--- src/rtl/piso_shift_ctrl_pkg.sv ---
// Shared types and constants for the parallel-in serial-out shifter.
package piso_pkg;

   typedef enum logic {
      IDLE  = 1'b0,
      SHIFT = 1'b1
   } state_t;

   localparam int LSB_FIRST_C = 1;
   localparam int MSB_FIRST_C = 0;

   // Bit-counter width for a given word width (never narrower than one bit).
   function automatic int cnt_w(input int w);
      return (w < 2) ? 1 : $clog2(w);
   endfunction

endpackage

--- src/rtl/piso_shift_ctrl_if.sv ---
// Load handshake and serial output bundle of the PISO shifter.
interface piso_shift_ctrl_if #(
   parameter int WIDTH = 8
);
   logic             load_valid;
   logic             load_ready;
   logic [WIDTH-1:0] din;
   logic             shift_en;
   logic             sout;
   logic             sout_valid;
   logic             frame_start;
   logic             frame_last;
   logic             busy;

   // Producer / serial consumer side.
   modport master (
      output load_valid, din, shift_en,
      input  load_ready, sout, sout_valid, frame_start, frame_last, busy
   );

   // Shifter side.
   modport slave (
      input  load_valid, din, shift_en,
      output load_ready, sout, sout_valid, frame_start, frame_last, busy
   );
endinterface

--- src/rtl/piso_shift_ctrl_bit_counter.sv ---
// Loadable down-counter with enable and zero flag; holds at zero.
module piso_bit_counter #(
   parameter int W = 3
) (
   input  logic         clk,
   input  logic         rst,
   input  logic         load,
   input  logic         en,
   input  logic [W-1:0] load_val,
   output logic [W-1:0] cnt,
   output logic         zero
);

   // Load has priority over counting; no wrap below zero.
   always_ff @(posedge clk or posedge rst) begin
      if (rst)                   cnt <= '0;
      else if (load)             cnt <= load_val;
      else if (en && cnt != '0)  cnt <= cnt - 1'b1;
   end

   assign zero = (cnt == '0);

endmodule

--- src/rtl/piso_shift_ctrl.sv ---
// Parallel-in serial-out shifter with valid/ready load, stall and frame markers.
module piso_shift_ctrl
   import piso_pkg::*;
#(
   parameter int WIDTH     = 8,
   parameter int LSB_FIRST = 1
) (
   input  logic           clk,
   input  logic           rst,
   piso_shift_ctrl_if.slave bus
);

   localparam int            CW  = cnt_w(WIDTH);
   localparam logic [CW-1:0] TOP = CW'(WIDTH - 1);

   state_t           state, nxt;
   logic [WIDTH-1:0] shreg;
   logic [CW-1:0]    cnt;
   logic             zero;
   logic             ready;
   logic             accept;
   logic             adv;

   // State register.
   always_ff @(posedge clk or posedge rst) begin
      if (rst) state <= IDLE;
      else     state <= nxt;
   end

   // Next state and load_ready; ready never looks at load_valid.
   always_comb begin
      nxt   = state;
      ready = 1'b0;
      case (state)
         IDLE: begin
            ready = 1'b1;
            if (bus.load_valid) nxt = SHIFT;
         end
         SHIFT: begin
            if (bus.shift_en && zero) begin
               ready = 1'b1;
               nxt   = bus.load_valid ? SHIFT : IDLE;
            end
         end
         default: nxt = IDLE;
      endcase
   end

   assign bus.load_ready = ready && !rst;
   assign accept         = bus.load_valid && bus.load_ready;
   assign adv            = (state == SHIFT) && bus.shift_en;

   // Shift register: a new word wins; the last-bit shift also clears the
   // final bit so sout rests at 0 in IDLE straight from the register.
   always_ff @(posedge clk or posedge rst) begin
      if (rst)         shreg <= '0;
      else if (accept) shreg <= bus.din;
      else if (adv)    shreg <= (LSB_FIRST == LSB_FIRST_C) ? (shreg >> 1) : (shreg << 1);
   end

   piso_bit_counter #(.W(CW)) u_cnt (
      .clk      (clk),
      .rst      (rst),
      .load     (accept),
      .en       (adv),
      .load_val (TOP),
      .cnt      (cnt),
      .zero     (zero)
   );

   assign bus.sout        = (LSB_FIRST == LSB_FIRST_C) ? shreg[0] : shreg[WIDTH-1];
   assign bus.sout_valid  = (state == SHIFT);
   assign bus.busy        = (state == SHIFT);
   assign bus.frame_start = (state == SHIFT) && (cnt == TOP);
   assign bus.frame_last  = (state == SHIFT) && zero;

endmodule

--- src/flat_wrapper.sv ---
// flat-port wrapper written by rule: the top's interface ports become plain ports
module piso_shift_ctrl_flat import piso_pkg::*;
#(
   parameter int WIDTH     = 8,
   parameter int LSB_FIRST = 1
)
  (clk, rst, bus_load_valid, bus_din, bus_shift_en, bus_load_ready, bus_sout, bus_sout_valid, bus_frame_start, bus_frame_last, bus_busy);
  piso_shift_ctrl_if #(.WIDTH(WIDTH)) bus_i ();
  input  logic clk;
  input  logic rst;
  input wire logic [$bits(bus_i.load_valid)-1:0] bus_load_valid;
  input wire logic [$bits(bus_i.din)-1:0] bus_din;
  input wire logic [$bits(bus_i.shift_en)-1:0] bus_shift_en;
  output wire logic [$bits(bus_i.load_ready)-1:0] bus_load_ready;
  output wire logic [$bits(bus_i.sout)-1:0] bus_sout;
  output wire logic [$bits(bus_i.sout_valid)-1:0] bus_sout_valid;
  output wire logic [$bits(bus_i.frame_start)-1:0] bus_frame_start;
  output wire logic [$bits(bus_i.frame_last)-1:0] bus_frame_last;
  output wire logic [$bits(bus_i.busy)-1:0] bus_busy;
  assign bus_i.load_valid = bus_load_valid;
  assign bus_i.din = bus_din;
  assign bus_i.shift_en = bus_shift_en;
  assign bus_load_ready = bus_i.load_ready;
  assign bus_sout = bus_i.sout;
  assign bus_sout_valid = bus_i.sout_valid;
  assign bus_frame_start = bus_i.frame_start;
  assign bus_frame_last = bus_i.frame_last;
  assign bus_busy = bus_i.busy;
  piso_shift_ctrl #(.WIDTH(WIDTH), .LSB_FIRST(LSB_FIRST)) u_core (.clk(clk), .rst(rst), .bus(bus_i));
endmodule
--- config.mk ---
export PLATFORM = sky130hd
export DESIGN_NAME = piso_shift_ctrl_flat
export DESIGN_NICKNAME = d
export VERILOG_FILES = /design/src/rtl/piso_shift_ctrl_pkg.sv /design/src/rtl/piso_shift_ctrl_if.sv /design/src/rtl/piso_shift_ctrl_bit_counter.sv /design/src/rtl/piso_shift_ctrl.sv /design/src/flat_wrapper.sv
export SDC_FILE = /design/constraint.sdc
export NUM_CORES = 1
export LEC_CHECK = 0
export ABC_AREA = 1
export CAP_MARGIN = 10
export CORE_MARGIN = 10
export CORE_UTILIZATION = 53
export CTS_BUF_LIST = sky130_fd_sc_hd__clkbuf_8
export DETAILED_ROUTE_END_ITERATION = 7
export GPL_TIMING_DRIVEN = 0
export HOLD_SLACK_MARGIN = 0.1
export MAX_ROUTING_LAYER = met4
export PLACE_DENSITY = 0.95
export SKIP_LAST_GASP = 1
export SYNTH_ARGS = -nofsm -noshare
export SYNTH_HDL_FRONTEND = slang
export SYNTH_SLANG_ARGS = --single-unit
--- constraint.sdc ---
create_clock -name clk -period 3.6 [get_ports clk]
set_clock_uncertainty 0.1 [all_clocks]
set_input_delay 0.9 -clock clk [delete_from_list [all_inputs] [get_ports clk]]
set_output_delay 0.9 -clock clk [all_outputs]
set_load 0.005 [all_outputs]
**Word-level counts from Yosys, hierarchy flattened**

Cells that the tools add are included.

- Add/sub/neg operators: 1
- Eq/ne operators: 1
- Mux-type cells: 9
- Bitwise gates (word level): 1
- Reduce and logical (&&, ||, !) cells: 12

Operator list:

| operator | count |
|---|---|
| $mux 8 | 2 |
| $logic_and 1x1->1 | 7 |
| $mux 3 | 2 |
| $pmux 1 s2 | 2 |
| $reduce_bool 2->1 | 2 |
| $eq 3x3->1 const B | 1 |
| $logic_not 3->1 | 1 |
| $mux 1 | 3 |
| $reduce_bool 3->1 | 1 |
| $sub 3x1->3 const B | 1 |
| $logic_not 1->1 | 1 |
| $not 1->1 | 1 |

- Flip-flop bits (word level): 12
- Bits of input ports: 12
- Output and inout port bits: 6
- Word-level logic and storage cells: 27

**Longest topological paths before layout**

- Depth in word-level cells: 7
- Gate-level depth with buffers: 9
- Gate-level depth less buffers: 9

**Cells and area by module**

A second synthesis with hierarchy kept.

- Cells, all modules: 108
- Area, all modules: 754.5 µm²

Modules (own cells, without submodules):

| module | instances | cells each | area each (µm²) | sequential area each (µm²) |
|---|---|---|---|---|
| piso_shift_ctrl | 1 | 80 | 558.0 | 225.2 |
| piso_bit_counter | 1 | 28 | 196.4 | 75.1 |

**Worst setup path after synthesis**

OpenSTA, ideal clock, no wires.

- Path kind: input port to output port
- Start point: input bus_shift_en
- End point: output bus_load_ready
- Data arrival time: 1151 ps
- Data required time: 2600 ps
- Setup slack: 1449 ps
- Stages on the path: 2
- Path buffers: 0
- Cell sequence: nand3_2 a21oi_1

- Word-level cells in the longest chain between the ends: 4

RTL lines:

| what | line | text |
|---|---|---|
| from (decl) | flat_wrapper.sv:13 | `input wire logic [$bits(bus_i.shift_en)-1:0] bus_shift_en;` |
| $logic_and 1x1->1 | piso_shift_ctrl.sv:40 | `if (bus.shift_en && zero) begin` |
| $mux 1 | piso_shift_ctrl.sv:40 |  |
| $pmux 1 s2 | piso_shift_ctrl.sv:34 | `case (state)` |
| $logic_and 1x1->1 | piso_shift_ctrl.sv:49 | `assign bus.load_ready = ready && !rst;` |
| to (decl) | flat_wrapper.sv:14 | `output wire logic [$bits(bus_i.load_ready)-1:0] bus_load_ready;` |

Every way passes these cells.

**Worst setup path in the final report**

Ends and elaborated chain as after synthesis.

==> results.cfg <==
[layout]
area.growth.synth_to_final_pct = 32.1
final_nets = 136
final-instance-count-excl-fill = 135
drive_above_1_share_pct = 12.5
final_antenna_diode_count = 0

[floorplan]
die_h_um = 57.1
boundaryPins = 18
dieWidth_um = 57.1
floorplan.rows = 13
initial_core_util_pct = 56.0
core_area_sq_um = 1300
die-area_sq_um = 3260

[critical_path]
worst_path_largest_cell_delay_ps = 530
worst-path-max-fanout = 2
depth_of_the_worst_register_to_register_path = 8
critical_path_cell_sequence = clkdlybuf4s50_1 -> nand3_2 -> a21oi_1 -> clkdlybuf4s50_1
worstReg2RegEnd = u_core.shreg[0]
reg2reg_slack_ps = 1860
criticalPathCategory = in2out
critical_path.endpoint_type = output port
largest_delay_contributor_family_on_the_critical_path = buffers and inverters
critPathRequiredTime_ps = 2600
startpoint_class_of_the_critical_path = input pin
path_common_cell = sky130_fd_sc_hd__clkdlybuf4s50_1
crit_arrival_ps = 2220
timing.critical_path.buf_inv = 2
reg2reg_from = u_core.u_cnt.cnt[0]
cp_num_cells = 4
cp-endpoint = bus_load_ready
critical_path.slowest_cell = sky130_fd_sc_hd__clkdlybuf4s50_1
cp-startpoint = bus_shift_en

[job]
drv_cap = 0

[logic_synthesis]
synth-seq-cells = 12
ys_warn_count = 0
post_synth_most_frequent_cells = sky130_fd_sc_hd__nand2_1, sky130_fd_sc_hd__dfrtp_1, sky130_fd_sc_hd__inv_1, sky130_fd_sc_hd__nand3_1, sky130_fd_sc_hd__nand4_1
netlist.area_leader.share_pct = 41.2
async_reset_ff_share_pct = 100
syn_nets = 115
ys_top_cells_by_area = sky130_fd_sc_hd__dfrtp_1, sky130_fd_sc_hd__nand2_1, sky130_fd_sc_hd__nand3_1
synthFlopType = sky130_fd_sc_hd__dfrtp_1
postSynthCellCount = 100
synth_sequential_area_ratio_pct = 41.2
synth.most_common_cell = sky130_fd_sc_hd__nand2_1
synth_enable_flop_cells = 0
synth.cell_area_sq_um = 728
yosys.area.top_type = sky130_fd_sc_hd__dfrtp_1
syn_avg_cell_area_sq_um = 7.28
netlist-cell-type-count = 16

[sta]
setup_violations = 0
timing.max_slew.rel_slack_pct = 73.8
slew_violations = 0
period_minus_slack_ps = 3220
min_period_over_period_pct = 89.4
timing_worst_slew_pin_value_ps = 393
timing.final.hold_violations = 0
fmax_ghz = 0.311
rsz_0062_raised_after_global_routing = false
setup_total_negative_slack_ps = 0

[power_and_ir_drop]
p_per_area_nw_per_um2 = 605
cellLeakagePower_nw = 0.540
max_ir_drop_vdd_uv = 314

[clock_tree]
cts.clk_slew.worst_paths_ps = 50
number_of_setup_buffers_added_after_cts = 0
clock-sinks = 12
htree_num_levels = 1
cts_inserted_buffers = 3
clock_tree.root_cell = sky130_fd_sc_hd__clkbuf_8
cts_tree = yes
clk-insertion-delay-late_ps = 230
holdBufCountCts = 0
clock_path_buffers = 2
cts_repair_resize_count = 0

[grt]
grt_start_max_net_pins = 21
groute.usage.overall_pct = 11.9
number_of_antenna_violations_at_the_first_check_in_global_routing = 0
grt_pass1_wl_mm = 3.17
first_global_vias = 713
grt-ovfl-total = 0

[route]
drt_wl_total_mm = 1.82
drt_first_iter_violations = 15
vias = 703
drt-vias-per-instance = 5.21
drt_drc_violations_left = 0
drtAntennaViolNets = 0
firstDrtPassIters = 5
routed_wire_length_per_instance_um = 13.5

[place]
port_buffers = 16
gp_congestion = 0.826
detailedPlacementHpwl_mm = 1.38
post-place-cells = 131

[min_path]
worst_hold_path_type = reg2reg
hold_path_startpoint = u_core.shreg[7]

[status]
status = finished clean
==> registers in the layout, indices dropped and copies added (netlist names) <==
register          flops
u_core.u_cnt.cnt      3
u_core.bus.busy       1
u_core.shreg          8
==> per-stage QoR <==
| stage | power (W) | setup WS (ps) | util, % | cell area [sq um] | hold WS (ps) |
|---|---|---|---|---|---|
| global route | 0.000627 | 316 | 73.9 | 962 | 431 |
| detailed placement | 0.000440 | 368 | 69.7 | 907 | 394 |
| global placement | 0.000419 | 378 | 69.7 | 907 | 387 |
| floorplan | 0.000348 | 1450 | - | 728 | 369 |
| CTS | 0.000586 | 363 | 73.9 | 962 | 408 |
| finish | 0.000582 | 382 | 73.9 | 962 | 403 |
==> cells by family (layout without fill, tap and decap cells) <==
| kind of cell | count (synthesis) | count (layout) | synth area share [%] |
|---|---|---|---|
| compound gates | 2 | 2 | 1.37 |
| fa+ha+maj | 3 | 3 | 5.16 |
| buf+inv | 18 | 38 | 11.0 |
| flops | 12 | 12 | 41.2 |
| simple gates | 65 | 65 | 41.2 |
==> tightest hold or removal path, stage by stage (launching register included) <==
cell	delay [ps]
sky130_fd_sc_hd__dfrtp_1	340
sky130_fd_sc_hd__nand3_1	70
sky130_fd_sc_hd__nand2_1	60
==> where the power goes <==
part | switching [W] | leakage (nW) | internal [W] | total [W]
clock | 0.0000457 | 0.0288 | 0.0000963 | 0.000142
combinational | 0.000121 | 0.361 | 0.0000981 | 0.000219
sequential | 0.0000358 | 0.151 | 0.000185 | 0.000221
==> layout by cell type, fill, tap and decap left out <==
master	count
sky130_fd_sc_hd__inv_2	4
sky130_fd_sc_hd__clkbuf_8	4
sky130_fd_sc_hd__nor2_1	2
sky130_fd_sc_hd__o21ai_0	1
sky130_fd_sc_hd__clkdlybuf4s50_1	16
sky130_fd_sc_hd__a21oi_1	1
sky130_fd_sc_hd__ha_1	3
sky130_fd_sc_hd__nand2_1	41
sky130_fd_sc_hd__nand3_1	11
sky130_fd_sc_hd__nand3_2	1
sky130_fd_sc_hd__inv_1	11
sky130_fd_sc_hd__nand2_2	2
sky130_fd_sc_hd__nand4_1	7
sky130_fd_sc_hd__nand3_4	1
sky130_fd_sc_hd__dfrtp_1	12
sky130_fd_sc_hd__buf_4	1
sky130_fd_sc_hd__buf_6	1
sky130_fd_sc_hd__buf_2	1
==> area by class of cell <==
class | instances | area, sq um
buffer | 3 | 23.8
fill | 106 | 339
tap | 15 | 18.8
inverter | 15 | 56.3
timing repair buffer | 16 | 160
clock buffer | 4 | 55.1
sequential | 12 | 300
multi-input combinational | 70 | 348
==> worst min-delay path by stage <==
stage,to,depth (start not counted)
3_3_place_gp,u_core.shreg[7],2
6_report,u_core.shreg[7],2
3_5_place_dp,u_core.shreg[2],2
5_1_grt,u_core.shreg[2],2
2_1_floorplan,u_core.shreg[7],2
4_1_cts,u_core.shreg[7],2
==> per-layer routing <==
metal  GRT usage [%]  wire length [um]  up-vias
met4            4.03                45        0
met1            12.5               660      313
met2            21.9               999       25
li1                -                 -      356
met5               -                 0        -
met3            1.99               111        9
Note: power is estimated with default switching activity, not from simulation.
==> RTL edit (same flow settings) <==
Make the reset (`rst`) synchronous in 3 clocked blocks.
--- a/src/rtl/piso_shift_ctrl_bit_counter.sv
+++ b/src/rtl/piso_shift_ctrl_bit_counter.sv
@@ -14,3 +14,3 @@
    // Load has priority over counting; no wrap below zero.
-   always_ff @(posedge clk or posedge rst) begin
+   always_ff @(posedge clk) begin
       if (rst)                   cnt <= '0;
--- a/src/rtl/piso_shift_ctrl.sv
+++ b/src/rtl/piso_shift_ctrl.sv
@@ -24,3 +24,3 @@
    // State register.
-   always_ff @(posedge clk or posedge rst) begin
+   always_ff @(posedge clk) begin
       if (rst) state <= IDLE;
@@ -54,3 +54,3 @@
    // final bit so sout rests at 0 in IDLE straight from the register.
-   always_ff @(posedge clk or posedge rst) begin
+   always_ff @(posedge clk) begin
       if (rst)         shreg <= '0;
Function: differs if rst is asserted again (counterexample within 4 cycles, from zero or initial values and one cycle with rst high); with rst held inactive, the same outputs for 10 cycles.
==> RTL edit against the unedited design <==
Sequential cell count unchanged; design area decreased by 0.78%; final cell count rose by 1.5%; fmax is 1.5% lower; area after synthesis is 1.0% lower; setup slack worse by 49 ps; wire length is 0.22% lower; worst hold slack got worse by 18 ps; largest cell class unchanged.
Power is not compared: it rests on default switching activity, and its combinational part moved more than twofold at a synthesized area within 25%.
==> RTL edit: results <==
set metrics [dict create \
    status "complete, no violations" \
    whs_path_depth 2 \
    ys_seq_area_share_pct 33.33 \
    drtPass1Iterations 4 \
    reg2reg_to "u_core.shreg[2]$_SDFFE_PP0P_" \
    grt_pass1_vias 674 \
    postCtsSetupBuffers 0 \
    async_reset_ff_share_pct 0 \
    hpwl_um 1272 \
    max-slew-margin-rel_pct 71.18 \
    irDropWorstVdd_v 0.0003374 \
    io_buffers 16 \
    largest_register_ffs 8 \
    track_usage_pct 11.62 \
    cts_resized 0 \
    r2r_start "u_core.u_cnt.cnt[0]$_SDFFE_PP0P_" \
    wirelength_um 1813 \
    cts-root-buf "clkbuf_8" \
    holdPathEnd "u_core.shreg[1]$_SDFFE_PP0P_" \
    r2r_slack_ps 1990 \
    hold_start "u_core.shreg[1]$_SDFFE_PP0P_" \
    synth.distinct_cells 19 \
    drive_above_1_share_pct 13.93 \
    antenna_found_initial 0 \
    cts_made_buffers 3 \
    p_leak_nw 0.4580 \
    synth_commonest_cells "nand2_1 (29), dfxtp_1 (12), inv_1 (12)" \
    htree_levels 1 \
    clk_latency_ps 250 \
    hp-class "reg -> reg" \
    grt_max_degree 11 \
    cp_max_fo 2 \
    power_switching_w 0.0001155 \
    vias 729 \
    cp.arrival_ps 2270 \
    fillCellCount 104 \
    drv_cap 0 \
    largest_register "u_core.shreg" \
    syn-num-nets 117 \
    first_iter_violations 32 \
    gp_congestion 0.8212 \
    grt_pass1_wl_um 2987 \
    r2r.worst_path.cells 8 \
    dpl-instance-area_sq_um 899.6 \
    nets 138 \
    hold_viol 0 \
    cts.clk_slew.worst_paths_ps 60 \
    num_antenna_cells 0 \
    clockBufferDepth 2 \
    synthTopCellsByArea "dfxtp_1 (33%), nand2_1 (15%), a21oi_1 (7.6%)" \
]
[RTL edit: power groups by stage]
stage	clock (W)	combinational, W	sequential [W]
global route	0.000161	0.0000977	0.000155
CTS	0.000153	0.0000887	0.000153
detailed placement	0	0.0000879	0.000156
floorplan	0	0.0000549	0.000155
finish	0.000157	0.0000883	0.000153
global placement	0	0.0000840	0.000155
[RTL edit: how the worst max path moves through the flow]
stage / from / end / slack (ps) / cells past startpoint
floorplan: bus_shift_en / bus_load_ready / 1420 / 2
global placement: bus_shift_en / bus_load_ready / 310 / 4
CTS: bus_shift_en / bus_load_ready / 320 / 4
detailed placement: bus_shift_en / bus_load_ready / 310 / 4
global route: bus_shift_en / bus_load_ready / 280 / 4
finish: bus_shift_en / bus_load_ready / 330 / 4
[RTL edit: cell type report]
cell class              instances  area [sq um]  share of cell area [%]
flip-flops and latches         12         240.2                   25.16
clock buffers                   4         55.05                   5.767
repair buffers                 16         160.2                   16.78
plain buffers                   4         31.28                   3.277
inverters                      16         62.56                   6.553
multi-input cells              70         386.6                   40.50
well taps                      15         18.77                   1.966
[RTL edit: kinds of logic (layout without fill, tap and decap cells)]
family / after synthesis / in the layout / synth area share, %
fa+ha+maj: 3 / 3 / 5.209
flops: 12 / 12 / 33.33
compound gates: 13 / 13 / 9.374
buf+inv: 20 / 40 / 13.02
simple gates: 54 / 54 / 39.06
[RTL edit: through the flow]
stage	instances	setup slack [ps]	hold WS [ps]	utilization [%]
after floorplan	102	1424	356.7	-
after global placement	133	314.8	367.3	70.01
after detailed placement	133	312.1	371.5	70.01
after CTS	137	316.6	379.5	74.29
after global routing	137	280.0	404.8	74.29
final	137	333.8	385.2	74.29
[RTL edit: worst max-delay path, stage by stage]
cell and delay (ps):
clkdlybuf4s50_1 530, nand3_2 130, a21oi_1 180, clkdlybuf4s50_1 530
[RTL edit: per-layer routing]
metal	share of wire [%]	global-route usage [%]
met1	43	12.42
met2	48	18.18
met3	6.8	4.494
met4	2.2	6.040
met5	0	-
